**src/rtl/move_cmd_queue.sv**
```systemverilog
// move_cmd_queue: prioritised button pulses to a show-ahead FIFO of 3-bit move commands
module move_cmd_queue #(
  parameter int DEPTH = 4,
  parameter int PTR_W = 2
) (
  input  logic             clk,
  input  logic             rst_n,
  input  logic             pulse_left,
  input  logic             pulse_right,
  input  logic             pulse_cw,
  input  logic             pulse_ccw,
  input  logic             pulse_rst,
  input  logic             cmd_ready,
  output logic             cmd_valid,
  output logic [2:0]       cmd_code,
  output logic [PTR_W:0]   cmd_count,
  output logic             ovf,
  output logic             coll,
  input  logic             flag_clr
);
  logic [2:0] mem [DEPTH];
  logic [PTR_W-1:0] wr_ptr, rd_ptr;
  logic [2:0] sel, n_mv;
  logic pop, push, full, ovf_ev, coll_ev;
  always_comb begin
    n_mv = 3'(pulse_left) + 3'(pulse_right) + 3'(pulse_cw) + 3'(pulse_ccw);
    sel = pulse_rst ? 3'd5 : pulse_cw ? 3'd3 : pulse_ccw ? 3'd4 : pulse_left ? 3'd1 : pulse_right ? 3'd2 : 3'd0;
    full = cmd_count == (PTR_W+1)'(DEPTH);
    pop = cmd_valid & cmd_ready;
    push = !pulse_rst && sel != 3'd0 && (!full || pop);
    ovf_ev = !pulse_rst && sel != 3'd0 && full && !pop;
    // a flush discards any other pulse, so any one of them counts as a collision
    coll_ev = pulse_rst ? n_mv != 3'd0 : n_mv > 3'd1;
  end
  assign cmd_valid = cmd_count != '0;
  assign cmd_code = cmd_valid ? mem[rd_ptr] : 3'd0;
  always_ff @(posedge clk or negedge rst_n) begin
    if (!rst_n) begin
      rd_ptr <= '0;
      wr_ptr <= '0;
      cmd_count <= '0;
      ovf <= 1'b0;
      coll <= 1'b0;
    end else begin
      if (pulse_rst) begin
        rd_ptr <= '0;
        wr_ptr <= PTR_W'(1);
        cmd_count <= (PTR_W+1)'(1);
      end else begin
        rd_ptr <= rd_ptr + PTR_W'(pop);
        wr_ptr <= wr_ptr + PTR_W'(push);
        cmd_count <= cmd_count + (PTR_W+1)'(push) - (PTR_W+1)'(pop);
      end
      ovf <= (ovf & ~flag_clr) | ovf_ev;
      coll <= (coll & ~flag_clr) | coll_ev;
    end
  end
  always_ff @(posedge clk) begin
    if (pulse_rst) mem[0] <= 3'd5;
    else if (push) mem[wr_ptr] <= sel;
  end
endmodule
```
**config.mk**
```make
export PLATFORM = sky130hd
export DESIGN_NAME = move_cmd_queue
export DESIGN_NICKNAME = d
export VERILOG_FILES = /design/src/rtl/move_cmd_queue.sv
export SDC_FILE = /design/constraint.sdc
export NUM_CORES = 1
export LEC_CHECK = 0
export CORE_MARGIN = 5
export CORE_UTILIZATION = 35
export CTS_CLUSTER_DIAMETER = 200
export CTS_CLUSTER_SIZE = 12
export DETAILED_ROUTE_END_ITERATION = 6
export DONT_BUFFER_PORTS = 1
export PLACE_DENSITY_LB_ADDON = 0.08
export RECOVER_POWER = 50
export SKIP_LAST_GASP = 1
export SYNTH_ARGS = -nofsm -noshare
export SYNTH_HDL_FRONTEND = slang
export SYNTH_SLANG_ARGS = --single-unit
```
**constraint.sdc**
```tcl
create_clock -name clk -period 2.3 [get_ports clk]
set_clock_uncertainty 0.05 [all_clocks]
set_input_delay 0.46 -clock clk [delete_from_list [all_inputs] [get_ports clk]]
set_output_delay 0.46 -clock clk [all_outputs]
set_load 0.05 [all_outputs]
```
==> impl_metrics.tcl, run 1 <==
set metrics [dict create \
    insertedDiodeCount 0 \
    post_synth_and_or_nand_nor_area_fraction_pct 16.5 \
    layout-area-overhead-vs-synth_pct 19.2 \
    startpoint_type "flip-flop" \
    static_leakage_power_nw 0.536 \
    design.final.nets 116 \
    critical_path.reg2reg.startpoint "cmd_count[1]$_DFF_PN0_" \
    clock_pin_slew_on_the_worst_setup_and_hold_paths_ns 0.12 \
    gp_routability_congestion 0.698 \
    hp-start "pulse_rst" \
    cts.path.max_buffers 2 \
    crit_arrival_ns 2.46 \
    pwr-share-comb_pct 45.2 \
    area_share_of_the_leading_cell_type_in_the_synthesized_netlist_pct 32.8 \
    grt_max_degree 13 \
    synth_top_family_by_area "simple AND/OR/NAND/NOR gates" \
    setup_violations 0 \
    synth_mux_area_share_pct 7.40 \
    grt_antenna_before_repair 0 \
    drcViolationCount 0 \
    tritoncts_clock_tree "done" \
    holdPathStages 1 \
    netlist_area_mm2 0.00110 \
    placed_cell_area_mm2 0.00125 \
    p_int_mw 0.771 \
    multi_input_logic_area_um2 502 \
    crit_type "reg -> reg" \
    drv.max_cap_violation_count 0 \
    clock_insertion_delay_worst_skew_ns 0.30 \
    sw_share_pct 42.6 \
    layout_common_cells "12 x edfxtp_1, 11 x buf_4, 10 x inv_1" \
    reg2reg_slack_ns 0.02 \
    synthesized_flop_and_latch_total 21 \
    cts.sinks 21 \
    antenna_left 0 \
    synth_compound_gate_area_share_pct 3.53 \
    synth_top_area_cell "edfxtp_1" \
    final-max-slew-violation-count 0 \
    netlist-cell-type-count 26 \
    detailroute.via_count 618 \
    synth_adder_area_share_pct 12.8 \
    dp.final_hpwl_mm 1.44 \
    final.setup.worst_slack_ns 0.0167 \
    maxSlewHeadroom_pct 68.2 \
    p_switching_mw 0.571 \
    start_util_pct 36.3 \
    fp.dieW_um 66.0 \
    yosys-top-cells-area "edfxtp_1 33%, dfrtp_1 21%, ha_1 9.1%, mux4_2 4.1%, inv_1 3.8%" \
    root_buffer "clkbuf_4" \
    synth_fp_nets 100 \
    global_route.overflow_total 0 \
    post_route_cells_drive_above_1_share_pct 30.2 \
    hold_slack_ns 0.154 \
    synth-xor-area-share_pct 2.39 \
    row_count 20 \
    rsz0062_at_grt "yes" \
    startpoint "cmd_count[1]$_DFF_PN0_" \
    reg2regPathDepth 11 \
    post-layout-total-power_mw 1.34 \
    most_frequent_standard_cell_in_the_layout_excluding_fill_and_tap_cells "edfxtp_1" \
    pwr-share-clk_pct 12.9 \
    tritoncts.num_buffers 3 \
    result_of_the_run "finished, final reports clean" \
    timing_worst_slew_pin_value_ns 0.477 \
    fin_area_mm2 0.00131 \
    floorplan.die_area_mm2 0.00436 \
    post_placement_cell_count 134 \
    pre_cts_slack_ns -0.0912 \
    max_freq_mhz 438 \
    finish.cell_count_without_fillers 140 \
    postLayoutCoreUtil_pct 43.3 \
    fillerInstances 278 \
    die_height_um 66.0 \
    syn_avg_cell_area_um2 13.6 \
    groute.usage.overall_pct 9.90 \
    drt_wl_total_mm 1.91 \
    quantity_of_i_o_buffers_inserted_on_ports 0 \
    boundaryPins 18 \
    cp-end-kind "flip-flop" \
    fp.coreArea_mm2 0.00303 \
    wl_per_cell_um 13.6 \
    synth.yosys.warnings 0 \
    first_global_vias 669 \
    seqPwrFrac_pct 41.9 \
    vdd_ir_drop_max_mv 0.328 \
    viasPerCell 4.41 \
    yosysSeqAreaShare_pct 53.3 \
    syn-instance-count 81 \
    critical_path.max_fanout 6 \
    holdCritPathClass "in -> reg" \
    pwr_dens_mw_per_mm2 1020 \
    min_period_ns 2.28 \
    register_area_um2 591 \
    layout_worst_path_cycle_share_pct 99.3 \
    cts.htree.levels 1 \
    grt_pass1_wl_mm 3.13 \
    detailedRoute.firstIterationViolations 11 \
    drt_pre_antenna_iters 4 \
    cp.required_ns 2.48 \
    hold_viol_final 0 \
    final.setup.tns_ns 0 \
]
cell usage after synthesis:
cell type,instances
a21o_1,2
a21oi_1,2
a22o_1,1
and2_1,1
and3_1,1
and3b_1,2
clkbuf_1,1
dfrtp_1,9
edfxtp_1,12
fa_1,2
ha_1,8
inv_1,11
mux2i_1,1
mux4_1,1
mux4_2,2
nand2_1,1
nor2_1,6
nor2b_1,5
nor3_1,4
nor3_4,1
nor4_4,1
nor4b_4,1
o21ai_1,1
or2_1,2
xnor2_1,2
xor2_1,1
critical path, stage by stage, from the launching register on:
cell and delay, ns:
dfrtp_2 0.50, nor4b_4 0.33, nor3_4 0.06, inv_1 0.06
ha_1 0.21, inv_1 0.06, ha_1 0.14, inv_1 0.05
fa_2 0.33, xor2_1 0.15, and2_1 0.16, nor3_2 0.10
power groups by stage:
stage               Clock, mW  Combinational [mW]  Sequential [mW]
global placement            0               0.571            0.566
CTS                     0.182               0.605            0.555
detailed placement          0               0.579            0.567
global route            0.200               0.663            0.576
finish                  0.173               0.607            0.563
floorplan                   0               0.348            0.640
flip-flops by register name (all words and copies together) (netlist names):
register   count
mem           12
cmd_count      3
rd_ptr         2
wr_ptr         2
coll           1
ovf            1
layer usage:
metal	vias to the layer above	wire length, um	GRT usage, %
met3	2	88	3.06
li1	313	-	-
met1	290	884	12.3
met5	-	0	0
met2	13	917	15.6
met4	0	19	4.57
worst paths after layout:
check,end
min in group asynchronous,rd_ptr[1]$_DFF_PN0_
worst max-delay path,cmd_count[2]$_DFF_PN0_
max in group asynchronous,rd_ptr[0]$_DFF_PN0_
worst min register to register,wr_ptr[1]$_DFF_PN0_
worst max register to register,cmd_count[2]$_DFF_PN0_
worst min-delay path,rd_ptr[0]$_DFF_PN0_
final cells by class:
type                       count  area share [%]
sequential                    21            45.1
multi-input combinational     48            38.3
tap                           44            4.20
inverter                      11            3.34
clock buffer                   4            2.01
timing repair buffer          12            7.07
repair_timing:
item,CTS,global route
pin swaps,2,0
setup buffers,1,0
hold buffers,1,0
setup endpoints to repair,1,2
resized for setup,1,3
endpoints found under the hold margin,9,0
kinds of logic after synthesis:
group / after synthesis
multiplexers: 4
flip-flops: 21
AO/OA/AOI/OAI: 6
buffers and inverters: 12
XOR/XNOR: 3
adder cells (fa/ha/maj): 10
AND/OR/NAND/NOR: 25
(Power assumes the default switching activity.)
==> run 2: changes to the inputs <==
--- a/config.mk
+++ b/config.mk
@@ -5,12 +5,12 @@
 export SDC_FILE = /design/constraint.sdc
 export NUM_CORES = 1
 export LEC_CHECK = 0
+export ABC_CLOCK_PERIOD_IN_PS = 2300
 export CORE_MARGIN = 5
 export CORE_UTILIZATION = 35
 export CTS_CLUSTER_DIAMETER = 200
 export CTS_CLUSTER_SIZE = 12
 export DETAILED_ROUTE_END_ITERATION = 6
-export DONT_BUFFER_PORTS = 1
 export PLACE_DENSITY_LB_ADDON = 0.08
 export RECOVER_POWER = 50
 export SKIP_LAST_GASP = 1
==> run 2 against run 1 <==
  * Worst setup slack improved by 0.034 ns
  * Die area is the same
  * Via count up 12%
  * Sequential power down 6.0%
  * Routed wire length rose by 0.89%
  * Maximum frequency up 1.5%
  * Non-clock buffer count grew 17
  * Critical path depth unchanged
  * First-iteration DRC count fell by 18%
  * Critical endpoint unchanged
==> impl_metrics.tcl, run 2 (same netlist as run 1, synthesis figures left out) <==
set metrics [dict create \
    p_switching_mw 0.592 \
    fp.coreArea_mm2 0.00303 \
    design.final.nets 133 \
    rsz0062_at_grt "yes" \
    cts.path.max_buffers 2 \
    max_freq_mhz 445 \
    drv.max_cap_violation_count 0 \
    registers.top_by_ff_count "mem" \
    fp.dieW_um 66.0 \
    viasPerCell 4.39 \
    wl_per_cell_um 12.3 \
    grt_max_degree 13 \
    startpoint_type "flip-flop" \
    grt_pass1_wl_mm 3.28 \
    detailedRoute.firstIterationViolations 9 \
    insertedDiodeCount 0 \
    registers_with_the_highest_flip_flop_counts "mem: 12 flops, cmd_count: 3 flops" \
    drt_pre_antenna_iters 2 \
    cp.required_ns 2.48 \
    largest_register_ff_count 12 \
    quantity_of_i_o_buffers_inserted_on_ports 17 \
    gp_routability_congestion 0.672 \
    reg2regPathDepth 11 \
    layout_worst_path_cycle_share_pct 97.8 \
    root_buffer "clkbuf_4" \
    cts.htree.levels 1 \
    holdCritPathClass "in -> async" \
    detailroute.via_count 690 \
    hold_slack_ns 0.457 \
    reg2reg_slack_ns 0.05 \
    post_route_cells_drive_above_1_share_pct 34.5 \
    floorplan.die_area_mm2 0.00436 \
    critical_path.max_fanout 3 \
    grt_antenna_before_repair 0 \
    clock_insertion_delay_worst_skew_ns 0.30 \
    tritoncts.num_buffers 3 \
    pwr-share-clk_pct 12.4 \
    cts.sinks 21 \
    cp-end-kind "flip-flop" \
    antenna_left 0 \
    hold_viol_final 0 \
    setup.worst_path.end "cmd_count[2]$_DFF_PN0_" \
    timing_worst_slew_pin_value_ns 0.499 \
    drt_wl_total_mm 1.93 \
    layout_common_cells "16 x buf_4, 12 x edfxtp_1, 7 x inv_1, 7 x clkdlybuf4s50_1" \
    layout-area-overhead-vs-synth_pct 33.6 \
    static_leakage_power_nw 0.609 \
    seqPwrFrac_pct 37.0 \
    ctsHoldBuffers 0 \
    pwr-share-comb_pct 50.6 \
    start_util_pct 36.3 \
    final.setup.tns_ns 0 \
    tritoncts_clock_tree "done" \
    die_height_um 66.0 \
    final-max-slew-violation-count 0 \
    most_frequent_standard_cell_in_the_layout_excluding_fill_and_tap_cells "buf_4" \
    result_of_the_run "finished, final reports clean" \
    pwr_dens_mw_per_mm2 974 \
    postLayoutCoreUtil_pct 48.5 \
    critical_path.reg2reg.endpoint "cmd_count[2]$_DFF_PN0_" \
    clock_pin_slew_on_the_worst_setup_and_hold_paths_ns 0.12 \
    p_int_mw 0.838 \
    final.setup.worst_slack_ns 0.0510 \
    post-layout-total-power_mw 1.43 \
    vdd_ir_drop_max_mv 0.249 \
    drcViolationCount 0 \
    groute.usage.overall_pct 10.3 \
    crit_arrival_ns 2.43 \
    min_period_ns 2.25 \
    row_count 20 \
    dp.final_hpwl_mm 1.54 \
    sw_share_pct 41.4 \
    maxSlewHeadroom_pct 66.7 \
    first_global_vias 683 \
    boundaryPins 18 \
    crit_type "reg -> reg" \
    startpoint "cmd_count[1]$_DFF_PN0_" \
    global_route.overflow_total 0 \
    pre_cts_slack_ns -0.646 \
    setup_violations 0 \
    critical_path.reg2reg.startpoint "cmd_count[1]$_DFF_PN0_" \
]
run 2: cell types whose count changed in the layout (fill, tap and decap cells not counted), moves of 2 or more:
cell | before | now
clkdlybuf4s50_1 | 0 | 7
buf_2 | 0 | 2
inv_2 | 0 | 2
inv_1 | 10 | 7
ha_1 | 7 | 5
buf_4 | 11 | 16
dlygate4sd2_1 | 0 | 3
ha_4 | 1 | 3
run 2: how the worst min path moves through the flow:
| stage | from | endpoint | cells past startpoint |
|---|---|---|---|
| after floorplan | rst_n | cmd_count[0]$_DFF_PN0_ | 0 |
| after global placement | coll$_DFF_PN0_ | coll$_DFF_PN0_ | 1 |
| after detailed placement | coll$_DFF_PN0_ | coll$_DFF_PN0_ | 1 |
| after CTS | rst_n | rd_ptr[1]$_DFF_PN0_ | 1 |
| after global routing | coll$_DFF_PN0_ | coll$_DFF_PN0_ | 1 |
| final | rst_n | rd_ptr[1]$_DFF_PN0_ | 1 |
run 2: worst max-delay path: stages, from the launching register on:
cell	delay, ns
dfrtp_2	0.46
nor4b_4	0.38
nor3_4	0.09
inv_2	0.07
ha_4	0.20
inv_4	0.05
ha_4	0.12
inv_2	0.03
fa_2	0.32
xor2_1	0.15
and2_1	0.14
nor3_1	0.12
run 2: timing repair:
item,4_1_cts,5_1_grt
pin swaps,7,5
setup buffers,0,1
resized for setup,13,5
setup endpoints to repair,3,1
run 2: power groups by stage:
stage               Clock (mW)  Sequential [mW]  Combinational, mW
CTS                      0.184            0.533              0.694
finish                   0.178            0.529              0.723
global route             0.197            0.541              0.789
global placement             0            0.537              0.686
detailed placement           0            0.542              0.693
floorplan                    0            0.640              0.348
run 2: layout make-up:
| class | instances | area, um2 |
|---|---|---|
| tap | 44 | 55.1 |
| timing repair buffer | 29 | 236 |
| fill | 285 | 1560 |
| clock buffer | 3 | 22.5 |
| clock inverter | 1 | 5.00 |
| multi-input combinational | 48 | 513 |
| inverter | 11 | 46.3 |
| sequential | 21 | 589 |
run 2: metrics by stage:
stage,cells,instance area [um2]
after floorplan,81,1120
after global placement,152,1420
after detailed placement,152,1420
after CTS,156,1440
after global routing,157,1470
final,157,1470
run 2: per-layer routing:
metal / share of wire, % / global-route usage (%)
met1: 47 / 12.9
met2: 48 / 16.5
met3: 3.2 / 2.38
met4: 2.6 / 5.33
met5: 0 / 0
==> run 3: changes to the inputs <==
--- a/config.mk
+++ b/config.mk
@@ -5,7 +5,7 @@
 export SDC_FILE = /design/constraint.sdc
 export NUM_CORES = 1
 export LEC_CHECK = 0
-export ABC_CLOCK_PERIOD_IN_PS = 2300
+export ABC_CLOCK_PERIOD_IN_PS = 2550
 export CORE_MARGIN = 5
 export CORE_UTILIZATION = 35
 export CTS_CLUSTER_DIAMETER = 200
==> constraint.sdc (replaced) <==
create_clock -name clk -period 2.55 [get_ports clk]
set_clock_uncertainty 0.05 [all_clocks]
set_input_delay 0.51 -clock clk [delete_from_list [all_inputs] [get_ports clk]]
set_output_delay 0.51 -clock clk [all_outputs]
set_load 0.05 [all_outputs]
==> run 3 against run 2 <==
  * Global-route usage down 0.54 points
  * Critical path depth down 7
  * Via count is 1.6% lower
  * Worst setup slack improved by 0.046 ns
  * Final area fell by 3.2%
  * Clock power decreased by 13%
  * Sequential share of layout area increased by 1.3 points
  * Count of clock-buffer cells in the layout is the same
  * Worst hold slack lost 0.0056 ns
  * Die area is the same
  * Routed wire length fell by 7.9%
  * Combinational power is 19% lower
==> impl_metrics.tcl, run 3 (same netlist as run 1, synthesis figures left out) <==
set metrics [dict create \
    boundaryPins 18 \
    root_buffer "clkbuf_4" \
    startpoint_type "flip-flop" \
    hold_viol_final 0 \
    crit_type "reg -> out" \
    global_route.usage.met3_pct 2.38 \
    global_route.usage.met2_pct 15.3 \
    timing.critical_path.cells "nor3_2, buf_4, inv_1, clkdlybuf4s50_1" \
    drcViolationCount 0 \
    antenna_left 0 \
    result_of_the_run "finished, final reports clean" \
    pwr-share-comb_pct 47.6 \
    final-max-slew-violation-count 0 \
    registers.top_by_ff_count "mem" \
    timing_worst_slew_pin_value_ns 0.518 \
    insertedDiodeCount 0 \
    cp-end-kind "primary output" \
    tritoncts_clock_tree "done" \
    clock_insertion_delay_worst_skew_ns 0.30 \
    layout-area-overhead-vs-synth_pct 29.3 \
    cp.required_ns 1.99 \
    most_frequent_standard_cell_in_the_layout_excluding_fill_and_tap_cells "edfxtp_1" \
    die_height_um 66.0 \
    cts.path.max_buffers 2 \
    pwr-share-clk_pct 12.7 \
    critical_path_depth 4 \
    cp_max_stage_cell "clkdlybuf4s50_1" \
    grt_antenna_before_repair 0 \
    ctsHoldBuffers 0 \
    max_freq_mhz 408 \
    gp_routability_congestion 0.699 \
    post_route_cells_drive_above_1_share_pct 22.5 \
    design.final.nets 131 \
    sw_share_pct 41.6 \
    dp.final_hpwl_mm 1.41 \
    critical_path.max_fanout 6 \
    drt_pre_antenna_iters 4 \
    seqPwrFrac_pct 39.7 \
    holdPathStages 1 \
    crit_arrival_ns 1.89 \
    detailroute.via_count 679 \
    groute.usage.overall_pct 9.77 \
    quantity_of_i_o_buffers_inserted_on_ports 17 \
    min_period_ns 2.45 \
    clock_pin_slew_on_the_worst_setup_and_hold_paths_ns 0.12 \
    fp.dieW_um 66.0 \
    vdd_ir_drop_max_mv 0.248 \
    setup_violations 0 \
    reg2regPathDepth 11 \
    critical-path-top-delay-family "buffers and inverters" \
    cts.sinks 21 \
    first_global_vias 682 \
    layout_common_cells "12 x edfxtp_1, 11 x inv_1, 11 x buf_4" \
    registers_with_the_highest_flip_flop_counts "mem: 12 flops, cmd_count: 3 flops" \
    busiest_layer "met2" \
    drt_wl_total_mm 1.77 \
    drv.max_cap_violation_count 0 \
    tritoncts.num_buffers 3 \
    floorplan.die_area_mm2 0.00436 \
    holdCritPathClass "reg -> reg" \
    final.setup.tns_ns 0 \
    grt_max_degree 13 \
    fp.coreArea_mm2 0.00303 \
    row_count 20 \
    use_met1_pct 13.0 \
    maxSlewHeadroom_pct 65.5 \
    pwr_dens_mw_per_mm2 864 \
    path_buf_inv 3 \
    p_int_mw 0.716 \
    global_route.overflow_total 0 \
    rsz0062_at_grt "no" \
    grt_pass1_wl_mm 3.17 \
    wl_per_cell_um 11.4 \
    cts.htree.levels 1 \
    static_leakage_power_nw 0.607 \
    viasPerCell 4.38 \
    p_switching_mw 0.510 \
    postLayoutCoreUtil_pct 46.9 \
    largest_register_ff_count 12 \
    layout_worst_path_cycle_share_pct 96.2 \
    start_util_pct 36.3 \
    detailedRoute.firstIterationViolations 10 \
    worst_path_largest_cell_delay_ns 0.68 \
    hold_slack_ns 0.452 \
]
-- run 3: power groups by stage --
stage / clock [mW] / combinational (mW) / sequential, mW
floorplan: 0 / 0.311 / 0.575
global placement: 0 / 0.585 / 0.495
detailed placement: 0 / 0.587 / 0.497
CTS: 0.162 / 0.589 / 0.490
global route: 0.180 / 0.642 / 0.502
finish: 0.155 / 0.584 / 0.487
-- run 3: final cells by class --
cell class | count | area [um2]
multi-input cells | 48 | 480
fillers | 292 | 1610
repair buffers | 27 | 228
flip-flops and latches | 21 | 588
well taps | 44 | 55.1
inverters | 11 | 41.3
clock buffers | 3 | 22.5
clock inverters | 1 | 5.00
-- run 3: per-layer routing --
layer / share of wire (%) / wire, um
met5: 0 / 0
met4: 1.2 / 21
met3: 3.7 / 66
met2: 48 / 844
met1: 47 / 840
-- run 3: per-stage QoR --
step                instances  power [mW]  setup slack (ns)  cell area (um2)
floorplan                  81       0.886           0.00941             1110
global route              155        1.32           0.00504             1420
finish                    155        1.23            0.0968             1420
CTS                       155        1.24           0.00169             1420
global placement          150        1.08            -0.450             1390
detailed placement        150        1.08            -0.465             1390
-- run 3: worst paths after layout --
kind | startpoint | endpoint | slack, ns
max | cmd_count[1]$_DFF_PN0_ | cmd_valid | 0.1
min | coll$_DFF_PN0_ | coll$_DFF_PN0_ | 0.45
max reg2reg | cmd_count[0]$_DFF_PN0_ | cmd_count[2]$_DFF_PN0_ | 0.27
min reg2reg | coll$_DFF_PN0_ | coll$_DFF_PN0_ | 0.45
max in group asynchronous | rst_n | cmd_count[1]$_DFF_PN0_ | 1.60
min in group asynchronous | rst_n | rd_ptr[1]$_DFF_PN0_ | 0.53
-- run 3: worst reg2reg max path: stages (launching register included) --
cell     delay, ns
dfrtp_1       0.46
nor4b_4       0.37
nor3_4        0.07
inv_1         0.06
ha_1          0.22
inv_1         0.06
ha_1          0.12
inv_1         0.05
fa_2          0.34
xor2_1        0.16
and2_1        0.16
nor3_2        0.04
-- run 3: what timing repair did --
item,in CTS,in global routing
pin swaps,5,3
gates cloned,0,0
setup buffers,1,0
gates resized for setup,7,2
endpoints found under the setup margin,1,1
